<file path="config.mk">
export PLATFORM = sky130hd
export DESIGN_NAME = tlb_maint
export DESIGN_NICKNAME = d
export VERILOG_FILES = /design/src/rtl/tlb_maint.sv
export SDC_FILE = /design/constraint.sdc
export NUM_CORES = 1
export LEC_CHECK = 0
export CORE_AREA = 4 4 152 154
export CTS_BUF_LIST = sky130_fd_sc_hd__clkbuf_8
export DETAILED_ROUTE_END_ITERATION = 8
export DIE_AREA = 0 0 156 158
export MAX_ROUTING_LAYER = met4
export PLACE_DENSITY = 0.56
export SYNTH_ARGS = -nofsm -noshare
export SYNTH_HDL_FRONTEND = slang
export SYNTH_SLANG_ARGS = --single-unit
</file>
<file path="constraint.sdc">
create_clock -name clk -period 2.6 [get_ports clk]
set_clock_uncertainty 0.05 [all_clocks]
set_input_delay 0.26 -clock clk [delete_from_list [all_inputs] [get_ports clk]]
set_output_delay 0.26 -clock clk [all_outputs]
set_load 0.005 [all_outputs]
</file>
<file path="src/rtl/tlb_maint.sv">
// TLB maintenance sequencer: search, read, write/fill and INVTLB walks over a
// TLBNUM-entry array with a single combinational read port and one write port.
package tlb_maint_pkg;
    localparam int TLBIDLEN = 4;
    localparam int TLBNUM   = 2 ** TLBIDLEN;

    typedef struct packed {
        logic [18:0] vppn;
        logic [5:0]  ps;
        logic        g;
        logic [9:0]  asid;
        logic        e;
        logic [19:0] ppn0;
        logic [19:0] ppn1;
    } tlb_entry_t;
endpackage

// state | meaning
// IDLE  | ready for a request
// SRCH  | walk entries cnt=0.. looking for the first match
// RD    | copy entry csr_tlbidx to the CSR image
// WR    | write CSR image to csr_tlbidx (WR) or fill_ptr (FILL)
// INV   | visit every entry, clear e on the selected ones
// DONE  | one-cycle completion pulse
module tlb_maint
    import tlb_maint_pkg::*;
(
    input  logic                clk,
    input  logic                resetn,
    input  logic                req_valid,
    output logic                req_ready,
    input  logic [2:0]          req_op,
    input  logic [4:0]          inv_op,
    input  logic [9:0]          inv_asid,
    input  logic [31:0]         inv_va,
    output logic                done,
    input  logic [TLBIDLEN-1:0] csr_tlbidx,
    input  logic [9:0]          csr_asid,
    input  tlb_entry_t          csr_tlb_rdata,
    output logic                csr_tlbsrch_we,
    output logic                csr_tlbsrch_found,
    output logic [TLBIDLEN-1:0] csr_tlbsrch_index,
    output logic                csr_tlb_we,
    output tlb_entry_t          csr_tlb_wdata,
    output logic [TLBIDLEN-1:0] tlb_ridx,
    input  tlb_entry_t          tlb_rdata,
    output logic                tlb_we,
    output logic [TLBIDLEN-1:0] tlb_widx,
    output tlb_entry_t          tlb_wdata
);
    localparam int CNT_W = TLBIDLEN + 1;

    typedef enum logic [2:0] {IDLE, SRCH, RD, WR, INV, DONE} state_t;

    state_t              state, state_nxt;
    logic [CNT_W-1:0]    cnt;
    logic [TLBIDLEN-1:0] fill_ptr;
    logic                fill_q;
    logic [4:0]          inv_op_q;
    logic [9:0]          inv_asid_q;
    logic [18:0]         inv_vpn_q;
    logic                accept;
    logic                cnt_last;
    logic                srch_hit;
    logic                inv_sel;
    logic                inv_va_ok;
    logic                unused_va;

    // Low page-offset bits of the INVTLB address never take part in matching.
    assign unused_va = ^inv_va[12:0];

    function automatic logic vpn_match(tlb_entry_t ent, logic [18:0] key);
        return (ent.ps == 6'd12) ? (ent.vppn == key) : (ent.vppn[18:9] == key[18:9]);
    endfunction

    assign accept    = (state == IDLE) && req_valid;
    assign cnt_last  = (cnt == CNT_W'(TLBNUM - 1));
    assign srch_hit  = tlb_rdata.e && (tlb_rdata.g || (tlb_rdata.asid == csr_asid))
                       && vpn_match(tlb_rdata, csr_tlb_rdata.vppn);
    assign inv_va_ok = tlb_rdata.e && vpn_match(tlb_rdata, inv_vpn_q);

    always_comb begin
        inv_sel = 1'b0;
        case (inv_op_q)
            5'd0, 5'd1: inv_sel = 1'b1;
            5'd2:       inv_sel = tlb_rdata.g;
            5'd3:       inv_sel = !tlb_rdata.g;
            5'd4:       inv_sel = !tlb_rdata.g && (tlb_rdata.asid == inv_asid_q);
            5'd5:       inv_sel = !tlb_rdata.g && (tlb_rdata.asid == inv_asid_q) && inv_va_ok;
            5'd6:       inv_sel = (tlb_rdata.g || (tlb_rdata.asid == inv_asid_q)) && inv_va_ok;
            default:    inv_sel = 1'b0;
        endcase
    end

    always_ff @(posedge clk or negedge resetn) begin
        if (!resetn) begin
            state      <= IDLE;
            cnt        <= '0;
            fill_ptr   <= '0;
            fill_q     <= 1'b0;
            inv_op_q   <= '0;
            inv_asid_q <= '0;
            inv_vpn_q  <= '0;
        end else begin
            state    <= state_nxt;
            fill_ptr <= fill_ptr + TLBIDLEN'(1);
            if (accept) begin
                cnt        <= '0;
                fill_q     <= (req_op == 3'd3);
                inv_op_q   <= inv_op;
                inv_asid_q <= inv_asid;
                inv_vpn_q  <= inv_va[31:13];
            end else if (state == SRCH || state == INV) begin
                cnt <= cnt + CNT_W'(1);
            end
        end
    end

    always_comb begin
        state_nxt = state;
        case (state)
            IDLE: begin
                if (req_valid) begin
                    case (req_op)
                        3'd0:       state_nxt = SRCH;
                        3'd1:       state_nxt = RD;
                        3'd2, 3'd3: state_nxt = WR;
                        3'd4:       state_nxt = INV;
                        default:    state_nxt = DONE;
                    endcase
                end
            end
            SRCH:    if (srch_hit || cnt_last) state_nxt = DONE;
            RD:      state_nxt = DONE;
            WR:      state_nxt = DONE;
            INV:     if (cnt_last) state_nxt = DONE;
            DONE:    state_nxt = IDLE;
            default: state_nxt = IDLE;
        endcase
    end

    always_comb begin
        req_ready         = 1'b0;
        done              = 1'b0;
        csr_tlbsrch_we    = 1'b0;
        csr_tlbsrch_found = 1'b0;
        csr_tlbsrch_index = '0;
        csr_tlb_we        = 1'b0;
        csr_tlb_wdata     = '0;
        tlb_ridx          = '0;
        tlb_we            = 1'b0;
        tlb_widx          = '0;
        tlb_wdata         = '0;
        case (state)
            IDLE: req_ready = 1'b1;
            SRCH: begin
                tlb_ridx = cnt[TLBIDLEN-1:0];
                if (srch_hit || cnt_last) begin
                    csr_tlbsrch_we    = 1'b1;
                    csr_tlbsrch_found = srch_hit;
                    csr_tlbsrch_index = cnt[TLBIDLEN-1:0];
                end
            end
            RD: begin
                tlb_ridx      = csr_tlbidx;
                csr_tlb_we    = 1'b1;
                csr_tlb_wdata = tlb_rdata;
            end
            WR: begin
                tlb_we    = 1'b1;
                tlb_widx  = fill_q ? fill_ptr : csr_tlbidx;
                tlb_wdata = csr_tlb_rdata;
            end
            INV: begin
                tlb_ridx = cnt[TLBIDLEN-1:0];
                if (inv_sel) begin
                    tlb_we      = 1'b1;
                    tlb_widx    = cnt[TLBIDLEN-1:0];
                    tlb_wdata   = tlb_rdata;
                    tlb_wdata.e = 1'b0;
                end
            end
            DONE: done = 1'b1;
            default: ;
        endcase
    end
endmodule

</file>
==> results.md, run 1 <==
Power and ir drop:
- The leakage power is 4.36 nW.
- The completed layout was analyzed and its total power is 4.36 mW.
- Across the VDD grid, the largest voltage drop is 0.258 mV.
- Dividing total power by cell area gives a power density of 478 nW/um2.

Clock tree:
- The tree built by TritonCTS fans out to 47 sinks.
- The CTS clock-pin slew for the worst setup and hold paths is 0.09 ns.
- TritonCTS built the clock tree.
- The clock passes through at most 2 buffers.
- The latest clock arrival within the worst-skew pair is 0.31 ns.
- In this run the clock root is driven by a sky130_fd_sc_hd__clkbuf_8.
- TritonCTS created 5 clock buffers.
- The number of levels the H-tree was split into is 2.

Global route:
- For this run, the total global-route usage over all layers was measured as 0.203.
- The initial antenna violation count is 2.
- The met3 track demand over resource is 0.0443.
- The via count of the first global-routing pass was 5,842.
- The first global-routing pass estimated 36.7 mm of wire.
- The met1 track demand over resource is 0.247.
- Entering global routing, the biggest net connects 48 pins.
- The layer flagged by global routing as most heavily used is met2.
- The fraction of met2 tracks used by global routing is 0.338.
- Summed over all layers, the global routing overflow is 0.

Routing:
- The count of nets left with antenna violations once routing finished came out at 0.
- The total iterations of the first detailed-routing run is 4.
- The count of routing violations after the opening detailed-route iteration is 189.
- After detailed routing, the average wire length per cell comes to 20.9 um.
- After detailed routing, the number of remaining DRC violations is 0.
- The routed wire length is 26.1 mm.
- The number of vias in the routed layout is 5,520.
- The detail-routed via count per cell is 4.42.

Worst setup path:
- The critical path goes through xor2_1 > or4_4 > nor3_4 > nor2_2 > o32ai_4 > buf_12 > buf_12 > buf_12 > buf_8 > a22o_1 > buf_2.
- The cell seen most often among critical-path stages is sky130_fd_sc_hd__buf_12.
- The critical path class is reg2out.
- STA classifies the critical path endpoint as an output pin.
- At the worst endpoint, the required time is 2.29 ns.
- Tracing the worst setup path back leads to its startpoint at inv_asid_q[3]$_DFFE_PN0P_.
- The capture point of the critical path is tlb_wdata[20].
- The startpoint of the lowest-slack register-to-register path is cnt[0]$_DFFE_PN0P_.
- The cell at the slowest stage of the critical path is sky130_fd_sc_hd__or4_4.
- Of all nets on the critical path, the largest fanout is 6.
- The largest single stage delay on the critical path is 0.53 ns.
- In this run the register-to-register setup slack is 0.55 ns.
- The worst setup path is launched from a register.
- The critical path data arrival time is 2.72 ns.
- The number of cells on the worst reg-to-reg path is 9.
- In this run the critical register-to-register path is captured at state[2]$_DFFE_PN0P_.

Floorplanning:
- The region available for standard cell placement spans 21,700 um2.
- After floorplanning, the core was divided into 54 placement rows.
- The initial utilization of the core area, before any placement, comes to 0.190.
- The count of pins on the block boundary is 393.
- From left edge to right edge, the die measures 156 um.
- The die is 158 um tall.
- The floorplan step defined a die boundary enclosing 24,600 um2.

Placed design:
- The post-placement cell count is 1,203.
- The number of buffers added on ports is 379.
- Before CTS, the worst setup slack after placement is -0.907 ns.
- After legalization and detailed placement, the total HPWL measured 21.3 mm.
- Routability-driven placement finished with a final weighted congestion of 0.912.

Timing:
- The relative slew slack is 0.706.
- In the finished design, the share of the clock period the worst path needs comes to 1.17.
- The count of final max-slew check failures is 0.
- At the pin with the least slew margin, the transition time is 0.442 ns.
- Once routing completed, OpenROAD measured the worst setup slack at -0.431 ns.
- The total count of hold-check failures in the final report is 0.
- The smallest clock period supported by the final layout is computed as 3.03 ns.
- The final-report setup violation count is 81.
- After routing, the total negative slack on setup checks comes to -25.51 ns.
- The maximum achievable frequency is 330 MHz.
- Setup repair after global routing could not meet its margin everywhere.

Cells and area:
- The area growth from synthesis to layout is 121%.
- The net count of the finished layout is 1,191.
- For this run, the number of standard cells in the final layout without fillers is 1,250.
- The share of layout cells above drive strength 1 is 0.261.
- The library cells used most frequently in the layout, excluding fill and tap cells, are sky130_fd_sc_hd__clkdlybuf4s50_1, sky130_fd_sc_hd__nand2_1, sky130_fd_sc_hd__and2_1, sky130_fd_sc_hd__a22o_1, sky130_fd_sc_hd__buf_2.
- The commonest non-fill, non-tap cell in the layout is sky130_fd_sc_hd__clkdlybuf4s50_1.
- The core utilization of the finished layout is 0.421.

Yosys:
- In the synthesized netlist the async set-or-reset flop fraction comes to 1.00.
- The count of cell types in the netlist is 36.
- Of the synthesized area, sequential elements account for 0.285.
- In this run, synthesis produced a sequential element count of 47.
- In the synthesized netlist the dominant register cell turns out to be sky130_fd_sc_hd__dfrtp_1.
- Synthesis produced a netlist with a net count of 726.
- The average instance in the mapped netlist occupies 8.22 um2.
- The post-synthesis cell count is 502.
- The yosys synthesis warning count is 0.
- The mapped cell area is 4130 um2.
- Counting flops with a built-in enable in the synthesized netlist gives 0.

Outcome:
- The final reports fail on negative setup slack.
- The run finished, with violations left.

Min path:
- The worst hold path belongs to the class in2async.

Flow run:
- Across the run, the number of max-cap violations was 0.
## worst max-delay path, delay by kind of cell, from the launching register on
kind | cells | cell delay, ns
simple gates | 3 | 0.77
compound gates | 2 | 0.44
buf+inv | 5 | 0.62
xor+xnor | 1 | 0.17
flops | 1 | 0.40
## synth_stat cells, types with 4 or more instances
| master | n | area [um2] |
|---|---|---|
| sky130_fd_sc_hd__nor2_1 | 14 | 52.6 |
| sky130_fd_sc_hd__a22o_1 | 80 | 701 |
| sky130_fd_sc_hd__a22o_2 | 5 | 50.1 |
| sky130_fd_sc_hd__and2_1 | 82 | 513 |
| sky130_fd_sc_hd__nand4_1 | 6 | 37.5 |
| sky130_fd_sc_hd__nand2_1 | 111 | 417 |
| sky130_fd_sc_hd__mux2_2 | 4 | 45.0 |
| sky130_fd_sc_hd__clkbuf_1 | 25 | 93.8 |
| sky130_fd_sc_hd__buf_6 | 8 | 90.1 |
| sky130_fd_sc_hd__nand3_1 | 5 | 25.0 |
| sky130_fd_sc_hd__nor3_1 | 9 | 45.0 |
| sky130_fd_sc_hd__dfrtp_1 | 47 | 1180 |
| sky130_fd_sc_hd__xor2_1 | 41 | 359 |
| sky130_fd_sc_hd__nor4_1 | 6 | 37.5 |
| sky130_fd_sc_hd__xnor2_1 | 25 | 219 |
## per-layer routing
layer	up-vias	part of all wire
met3	36	0.067
met5	-	0
met2	236	0.48
met4	0	0.027
li1	2683	-
met1	2565	0.43
## registers in the layout, indices dropped and copies added (netlist names)
register	flops
cnt	5
fill_ptr	4
fill_q	1
inv_asid_q	10
inv_op_q	5
inv_vpn_q	19
state	3
## power breakdown
group	internal [mW]	switching [mW]	leakage, nW	total, mW
logic	1.43	1.21	3.72	2.64
registers	1.04	0.245	0.592	1.28
clock network	0.182	0.258	0.0505	0.440
total	2.65	1.71	4.36	4.36
## how the worst min path moves through the flow
stage	to	slack (ns)	depth (start not counted)
after floorplan	cnt[0]$_DFFE_PN0P_	-0.09	0
after global placement	inv_vpn_q[11]$_DFFE_PN0P_	0.01	1
after detailed placement	inv_vpn_q[11]$_DFFE_PN0P_	0.007	1
after CTS	inv_vpn_q[11]$_DFFE_PN0P_	0.19	2
after global routing	inv_vpn_q[11]$_DFFE_PN0P_	0.19	2
final	inv_vpn_q[11]$_DFFE_PN0P_	0.20	2
## kinds of logic after synthesis
logic type               synth area share
adder cells (fa/ha/maj)           0.00909
multiplexers                       0.0109
flip-flops                          0.285
buffers and inverters              0.0491
AO/OA/AOI/OAI                       0.214
XOR/XNOR                            0.140
AND/OR/NAND/NOR                     0.292
## area by class of cell
type / instances / area [um2]
fillers: 2228 / 12600
repair buffers: 493 / 4530
multi-input cells: 417 / 2960
flip-flops and latches: 47 / 1180
well taps: 280 / 350
clock buffers: 5 / 68.8
clock inverters: 3 / 12.5
inverters: 3 / 11.3
diodes: 2 / 5.00
## what timing repair did
| item | CTS | global route |
|---|---|---|
| pin swaps | 36 | 52 |
| gates resized for setup | 456 | 60 |
| hold buffers | 1 | 0 |
| hold endpoints to repair | 47 | 0 |
| buffers inserted | 31 | 14 |
| endpoints found under the setup margin | 87 | 118 |
| gates cloned | 4 | 0 |
## per-stage QoR
stage | cell area [um2] | hold slack, ns
finish | 9120 | 0.204
CTS | 9050 | 0.193
global placement | 8790 | 0.00995
floorplan | 4130 | -0.0856
detailed placement | 8790 | 0.00705
global route | 9120 | 0.194
Power figures use the tool's default switching activity.
==> run 2: changes to the inputs <==
==> config.mk (replaced) <==
export PLATFORM = sky130hd
export DESIGN_NAME = tlb_maint
export DESIGN_NICKNAME = d
export VERILOG_FILES = /design/src/rtl/tlb_maint.sv
export SDC_FILE = /design/constraint.sdc
export NUM_CORES = 1
export LEC_CHECK = 0
export ABC_AREA = 1
export CORE_AREA = 4 4 150 152
export CTS_BUF_LIST = sky130_fd_sc_hd__clkbuf_8
export DETAILED_ROUTE_END_ITERATION = 8
export DIE_AREA = 0 0 154 156
export DONT_BUFFER_PORTS = 1
export MAX_ROUTING_LAYER = met4
export PLACE_DENSITY = 0.38
export SYNTH_ARGS = -nofsm -noshare
export SYNTH_HDL_FRONTEND = slang
export SYNTH_SLANG_ARGS = --single-unit
==> run 2 against run 1 <==
Against the previous run:
- hold slack got worse by 0.20 ns
- synthesized area increased by 20%
- highest routed layer unchanged
- setup slack improved by 0.58 ns
- sequential cell count unchanged
- clock power increased by 3%
- routed wire length decreased by 13%
- critical path depth decreased by 2
- the run now ends clean
- via count decreased by 5.0%
- total power decreased by 12%
- critical path type unchanged
==> results.md, run 2 <==
Outcome:
- The flow ran to the end, and the final reports show no timing, DRC or antenna violations.

Power and ir drop:
- For this design the static power due to leakage is 3.06 nW.
- VDD sags by at most 0.247 mV.
- The post-route total power is 3.86 mW.
- The areal power density over the cells is 701 nW/um2.

Timing:
- The count of final max-slew check failures is 0.
- For the pin with the worst max-slew slack, the measured transition is 0.578 ns.
- Final hold analysis gives a worst-case slack of 0.00884 ns.
- The final-report setup violation count is 0.
- The relative slew slack is 0.614.
- The share of the cycle needed by the critical path after routing is 0.944.
- The final critical-path setup slack is 0.147 ns.
- The minimum period implied by the final worst setup slack is 2.45 ns.
- The total count of hold-check failures in the final report is 0.
- The maximum achievable frequency is 408 MHz.
- Setup repair after global routing left no endpoint under its margin.
- The summed negative setup slack over all endpoints is 0 ns.

Global route:
- For this run, global-route usage on met2 was measured as 0.308.
- The met1 track demand over resource is 0.219.
- Global routing finished with a remaining overflow of 0.
- met2 is the most crowded layer.
- The maximum number of pins on one net before global-route repair is 82.
- The via count of the first global-routing pass is 5,364.
- The met3 track demand over resource is 0.0313.
- Across every metal layer, demand over resource in global routing totals 0.177.
- The global-route wire length before repair is 32.3 mm.
- The initial antenna violation count is 0.

Yosys:
- The area share of the leading cell type in the synthesized netlist is 0.254.
- By area the synthesized netlist is led by sky130_fd_sc_hd__nand2_1, sky130_fd_sc_hd__dfrtp_1, sky130_fd_sc_hd__inv_1.
- Among all flip-flop cells after synthesis, the most frequent one is sky130_fd_sc_hd__dfrtp_1.
- The yosys synthesis warning count is 0.
- The number of different library cells used by synthesis comes to 30.
- By count the netlist is led by sky130_fd_sc_hd__nand2_1, sky130_fd_sc_hd__inv_1, sky130_fd_sc_hd__nor2_1.
- The post-synthesis net count is 1,090.
- The leading cell type by number of instances after synthesis is sky130_fd_sc_hd__nand2_1.
- The per-instance average area after synthesis is 5.71 um2.
- Of all flip-flops after synthesis, the portion carrying an async set or reset was 1.00.
- The number of storage elements in the synthesis netlist is 47.
- The sequential element share of the synthesized area is 0.238.
- The post-synthesis cell count is 866.
- The mapped cell area is 4950 um2.
- Counting flops with a built-in enable in the synthesized netlist gives 0.
- The largest total area in the synthesized netlist belongs to sky130_fd_sc_hd__nand2_1.

Floorplanning:
- The starting utilization of the core area is 0.235.
- The die footprint is 24,000 um2.
- The floorplan row count is 53.
- The die is 156 um tall.
- The count of pins on the block boundary is 393.
- The floorplan step defined a core boundary enclosing 21,000 um2.
- Measured along the x axis, the die boundary spans 154 um.

Cells and area:
- The number of diodes is 0.
- The top cell types in the final layout, fill and taps aside, are sky130_fd_sc_hd__nand2_1, sky130_fd_sc_hd__inv_1, sky130_fd_sc_hd__nor2_1, sky130_fd_sc_hd__nand3_1, sky130_fd_sc_hd__dfrtp_1.
- The net count of the finished layout is 1,089.
- The register with the most flip-flops in the layout has 19 of them.
- In the final layout, the share of cells above drive strength 1 is 0.0831.
- The largest registers in the layout are inv_vpn_q: 19 flops, inv_asid_q: 10 flops.
- The area growth from synthesis to layout is 11.2%.
- After the flow finishes, the layout carries non-filler instances totaling 1,141.
- The register ranked first by flip-flop count is inv_vpn_q.
- The library cell used most frequently in the layout, excluding fill and tap cells, is sky130_fd_sc_hd__nand2_1.
- The core utilization of the finished layout is 0.262.
- In the final layout, flip-flops and latches occupy 1180 um2.
- The design area is 5500 um2.
- The area of combinational cells with multiple inputs is 3060 um2.
- The number of filler instances in the final layout is 2,470.

Clock tree:
- CTS placed an instance of sky130_fd_sc_hd__clkbuf_8 at the clock tree root.
- The clock net in this run drives a total of 47 sinks.
- The clock reaches the later pin of the worst-skew pair after 0.31 ns.
- The number of buffers between clock root and the deepest sink is 2.
- The CTS clock-pin slew for the worst setup and hold paths is 0.10 ns.
- The number of clock buffers added by TritonCTS is 5.
- TritonCTS built the clock tree.
- The number of levels the H-tree was split into is 2.

Routing:
- The detail-routed via count per cell is 4.60.
- The detailed router finished its first iteration with 320 violations.
- The total iterations of the first detailed-routing run is 7.
- In the routed design, unresolved DRC markers number 0.
- The wire length per cell after detailed routing is 19.8 um.
- The number of vias in the routed layout is 5,245.
- The routed wire length is 22.6 mm.
- Once detail routing completed, the nets flagged for antenna violations numbered 0.

Worst setup path:
- STA puts the critical path data required time at 2.29 ns.
- The count of cells along the worst register-to-register path is 8.
- STA classifies the critical path startpoint as a register.
- The flop-to-flop setup slack is 0.72 ns.
- The largest fanout on the critical path is 18.
- The capture point of the critical path is tlb_wdata[65].
- The sort of element at the end of the critical path is an output pin.
- The startpoint of the worst setup timing path is inv_asid_q[8]$_DFFE_PN0P_.
- The startpoint identified for the worst register-to-register timing path is state[0]$_DFFE_PN0P_.
- The worst flop-to-flop path endpoint is inv_op_q[1]$_DFFE_PN0P_.
- The critical path class is reg2out.
- The critical path data arrival time is 2.14 ns.

Flow run:
- The number of maximum-capacitance constraint violations is 0.

Min path:
- The number of cells on the worst hold path is 2.
- The worst hold path belongs to the class in2reg.

Placed design:
- The post-placement cell count is 1,115.
- The placed instances occupy a cell area of 5200 um2.
- Detailed placement finished with a half-perimeter wire length of 17.9 mm.
- The final weighted congestion of routability-driven global placement is 0.797.
- Prior to clock tree synthesis, the placed netlist has a worst setup slack of 0.400 ns.
- The number of buffers added on ports is 0.
[run 2: cell types whose count changed after synthesis, moves of 27 or more]
cell / previous run / this run
sky130_fd_sc_hd__nand2_1: 111 / 335
sky130_fd_sc_hd__o21ai_0: 2 / 29
sky130_fd_sc_hd__inv_1: 3 / 125
sky130_fd_sc_hd__nand3_2: 0 / 31
sky130_fd_sc_hd__a22o_1: 80 / 0
sky130_fd_sc_hd__xor2_1: 41 / 12
sky130_fd_sc_hd__nor2_1: 14 / 115
sky130_fd_sc_hd__and2_1: 82 / 0
sky130_fd_sc_hd__nand3_1: 5 / 68
[run 2: worst min-delay path by stage]
stage	start	slack (ns)	endpoint
finish	inv_asid[3]	0.009	inv_asid_q[3]$_DFFE_PN0P_
global route	inv_va[19]	0.0001	inv_vpn_q[6]$_DFFE_PN0P_
CTS	inv_va[16]	0.00009	inv_vpn_q[3]$_DFFE_PN0P_
detailed placement	resetn	-0.08	inv_op_q[2]$_DFFE_PN0P_
global placement	resetn	-0.08	inv_op_q[2]$_DFFE_PN0P_
floorplan	resetn	-0.09	cnt[0]$_DFFE_PN0P_
[run 2: power breakdown]
group	switching (mW)	internal (mW)	total (mW)
Combinational	1.41	0.725	2.14
Clock	0.271	0.182	0.453
Sequential	0.233	1.04	1.27
[run 2: logic make-up after synthesis]
kind of cell,after synthesis,synth area share
compound gates,50,0.0549
fa+ha+maj,3,0.00759
flops,47,0.238
xor+xnor,25,0.0443
simple gates,570,0.501
buf+inv,171,0.155
[run 2: timing repair]
action | CTS | global route
endpoints found under the hold margin | 58 | 0
hold buffers | 13 | 0
resized for setup | 0 | 5
endpoints found under the setup margin | 0 | 50
buffers inserted | 0 | 3
[run 2: final cells by class]
cell class,instances,share of cell area
clock buffers,5,0.0125
clock inverters,3,0.00227
inverters,130,0.0887
multi-input cells,650,0.556
flip-flops and latches,47,0.214
well taps,275,0.0625
repair buffers,31,0.0641
[run 2: worst max-delay path, cell delays in order, from the launching register on]
cell	delay (ns)
sky130_fd_sc_hd__dfrtp_1	0.41
sky130_fd_sc_hd__xnor2_1	0.21
sky130_fd_sc_hd__nand4_1	0.13
sky130_fd_sc_hd__nor2_2	0.15
sky130_fd_sc_hd__nand2_1	0.07
sky130_fd_sc_hd__nand2_1	0.10
sky130_fd_sc_hd__nand3_4	0.16
sky130_fd_sc_hd__nand2_4	0.35
sky130_fd_sc_hd__nand3_1	0.11
sky130_fd_sc_hd__nand2_1	0.13
[run 2: layer usage]
layer / vias to the layer above / share of wire
li1: 2623 / -
met1: 2388 / 0.42
met2: 224 / 0.50
met3: 10 / 0.066
met4: 0 / 0.0077
met5: - / 0
==> run 3: changes to the inputs <==
--- a/config.mk
+++ b/config.mk
@@ -6,13 +6,13 @@
 export NUM_CORES = 1
 export LEC_CHECK = 0
 export ABC_AREA = 1
-export CORE_AREA = 4 4 150 152
+export CORE_AREA = 4 4 151 153
 export CTS_BUF_LIST = sky130_fd_sc_hd__clkbuf_8
 export DETAILED_ROUTE_END_ITERATION = 8
-export DIE_AREA = 0 0 154 156
+export DIE_AREA = 0 0 155 157
 export DONT_BUFFER_PORTS = 1
 export MAX_ROUTING_LAYER = met4
-export PLACE_DENSITY = 0.38
+export PLACE_DENSITY = 0.37
 export SYNTH_ARGS = -nofsm -noshare
 export SYNTH_HDL_FRONTEND = slang
 export SYNTH_SLANG_ARGS = --single-unit
==> run 3 against run 2 <==
Against the previous run:
- setup slack got worse by 0.019 ns
- critical endpoint is now tlb_wdata[2]
- clock-buffer cell count grew 2
- die area grew 1.3%
- final area increased by 2.7%
- register-to-register slack gained 0.14 ns
==> results.md, run 3 (same netlist as run 2, synthesis figures left out) <==
Floorplanning:
- The floorplan row count is 54.
- The count of pins on the block boundary is 393.
- The floorplan step defined a die boundary enclosing 24,300 um2.
- After floorplanning, the core was sized to cover 21,600 um2.
- The die outline width is 155 um.
- The initial utilization of the core area, before any placement, comes to 0.230.
- Measured along the y axis, the die boundary spans 157 um.

Placed design:
- Timing analysis after detailed placement gives a worst setup slack of 0.359 ns.
- Input and output buffers added on the ports amount to 0.
- Summing all placed instances gives a cell area of 5220 um2.
- The final weighted congestion of routability-driven global placement is 0.834.
- After legalization and detailed placement, the total HPWL measured 18.6 mm.

Cells and area:
- Of the cells placed in the final design, the portion with a size suffix greater than 1 is 0.0913.
- The area growth from synthesis to layout is 14.3%.
- 0 antenna diodes ended up in the layout.
- For this run, the post-layout net count is 1,099.
- The design area is 5650 um2.
- The flip-flop count of the largest register, all copies and words added is 19.
- More flip-flops sit in one register than any other, and that register is inv_vpn_q.
- The library cell used most frequently in the layout, excluding fill and tap cells, is sky130_fd_sc_hd__nand2_1.
- In the final layout, the registers with the most flip-flops are inv_vpn_q: 19 flops, inv_asid_q: 10 flops.
- The library cells used most frequently in the layout, excluding fill and tap cells, are sky130_fd_sc_hd__nand2_1, sky130_fd_sc_hd__inv_1, sky130_fd_sc_hd__nor2_1, sky130_fd_sc_hd__nand3_1, sky130_fd_sc_hd__dfrtp_1.

Clock tree:
- The number of buffers added by the clock tree synthesis step is 5.
- The latest clock arrival within the worst-skew pair is 0.31 ns.
- The CTS clock-pin slew for the worst setup and hold paths is 0.10 ns.
- The root buffer selected by CTS is sky130_fd_sc_hd__clkbuf_8.
- The number of buffers between clock root and the deepest sink is 2.
- The number of sinks handled by clock tree synthesis is 47.
- TritonCTS built the clock tree.
- The H-tree was split into 2 levels.

Global route:
- Entering global routing, the biggest net connects 48 pins.
- The total global routing track utilization is 0.180.
- The via count of the first global-routing pass is 5,097.
- The initial antenna violation count was 0.
- The global-route wire length before repair is 32.4 mm.
- The met1 track demand over resource is 0.215.
- The total congestion overflow after global routing is 0.
- For met2 alone, demand over resource in global routing was 0.312.
- In this run the most used layer during global routing was met2.
- The met3 track demand over resource is 0.0423.

Routing:
- In the final routed layout, each cell accounts on average for 19.9 um.
- The routed wire length is 23.0 mm.
- The detail-routed via count per cell is 4.56.
- The total iterations of the first detailed-routing run is 4.
- The remaining antenna violation count is 0.
- The number of vias in the routed layout is 5,268.
- The detailed router finished its first iteration with 260 violations.
- In the routed design, unresolved DRC markers number 0.

Timing:
- At the pin with the least slew margin, the transition time is 0.423 ns.
- In the post-route analysis, the smallest setup slack over all paths is 0.128 ns.
- The worst pin sits at a relative slew slack of 0.718.
- The worst path needs 2.47 ns of the cycle, external delays included.
- The summed negative setup slack over all endpoints is 0 ns.
- In the finished design, the share of the clock period the worst path needs comes to 0.951.
- The total count of hold-check failures in the final report is 0.
- Setup violations remaining at the end of the flow were counted as 0.
- Setup repair after global routing left no endpoint under its margin.
- The maximum achievable frequency is 405 MHz.
- The count of final max-slew check failures is 0.

Worst setup path:
- STA classifies the critical path endpoint as an output pin.
- The critical path data arrival time is 2.16 ns.
- The worst path required time is 2.29 ns.
- Along the worst path, the maximum fanout reaches 9.
- STA classifies the critical path startpoint as a register.
- The setup path with the least slack is of type reg2out.

Outcome:
- The run finished with clean final reports.

Min path:
- The classification of the worst-slack hold path is in2reg.

Power and ir drop:
- The worst-case IR drop observed on VDD is 0.300 mV.
- In this run the power density over the cells is 707 nW/um2.
- The post-route total power is 4.00 mW.
- The leakage power is 3.11 nW.

Flow run:
- Across the run, the number of max-cap violations was 0.
run 3: cell count changes in the layout (fill, tap and decap cells not counted), moves of 2 or more:
cell,previous run,this run
sky130_fd_sc_hd__dlygate4sd3_1,12,19
sky130_fd_sc_hd__buf_12,4,7
sky130_fd_sc_hd__buf_4,13,15
sky130_fd_sc_hd__clkbuf_8,5,7
sky130_fd_sc_hd__inv_1,127,125
run 3: worst paths after layout:
| kind | start | to | slack [ns] | depth (start not counted) |
|---|---|---|---|---|
| min in group asynchronous | resetn | inv_op_q[2]$_DFFE_PN0P_ | 0.40 | 2 |
| max in group asynchronous | resetn | inv_vpn_q[2]$_DFFE_PN0P_ | 1.85 | 2 |
| max | inv_asid_q[6]$_DFFE_PN0P_ | tlb_wdata[2] | 0.13 | 11 |
| min reg2reg | fill_ptr[3]$_DFF_PN0_ | fill_ptr[3]$_DFF_PN0_ | 0.42 | 1 |
| max reg2reg | state[0]$_DFFE_PN0P_ | inv_op_q[4]$_DFFE_PN0P_ | 0.86 | 7 |
| min | inv_asid[7] | inv_asid_q[7]$_DFFE_PN0P_ | 0.01 | 2 |
run 3: cell type report:
cell class	count	area, um2
Clock buffer	7	96.3
Clock inverter	1	7.51
Fill cell	2498	15900
Inverter	130	490
Multi-Input combinational cell	649	3060
Sequential cell	47	1180
Tap cell	280	350
Timing Repair Buffer	42	470
run 3: repair_timing:
item / CTS / global route
pin swaps: 1 / 1
gates resized for setup: 1 / 8
hold buffers: 20 / 0
cloned: 1 / 0
endpoints found under the setup margin: 1 / 35
hold endpoints to repair: 65 / 0
buffers inserted: 5 / 1
run 3: through the flow:
stage | cells | util | hold slack [ns]
2_1_floorplan | 866 | - | -0.0856
3_3_place_gp | 1121 | 0.242 | -0.0843
3_5_place_dp | 1121 | 0.242 | -0.0843
4_1_cts | 1155 | 0.261 | 0.000772
5_1_grt | 1156 | 0.262 | 0.00425
6_report | 1156 | 0.262 | 0.0123
run 3: per-layer routing:
metal	wire [um]	vias up
met4	308	0
met1	9430	2374
met3	1880	13
li1	-	2636
met5	0	-
met2	11400	245
run 3: where the power goes:
group	switching [mW]	leakage (nW)	internal [mW]
registers	0.233	0.590	1.04
clock network	0.280	0.0505	0.243
logic	1.41	2.47	0.798
total	1.92	3.11	2.08
run 3: worst max-delay path: stages, from the launching register on:
cell and delay [ns]:
sky130_fd_sc_hd__dfrtp_1 0.41, sky130_fd_sc_hd__xor2_1 0.16, sky130_fd_sc_hd__nor2_1 0.12, sky130_fd_sc_hd__nand2_1 0.07, sky130_fd_sc_hd__nor2_2 0.13, sky130_fd_sc_hd__nand2_1 0.07
sky130_fd_sc_hd__nand2_1 0.10, sky130_fd_sc_hd__nand3_4 0.14, sky130_fd_sc_hd__nand2_8 0.14, sky130_fd_sc_hd__buf_4 0.20, sky130_fd_sc_hd__nand3_1 0.13, sky130_fd_sc_hd__nand2_1 0.16
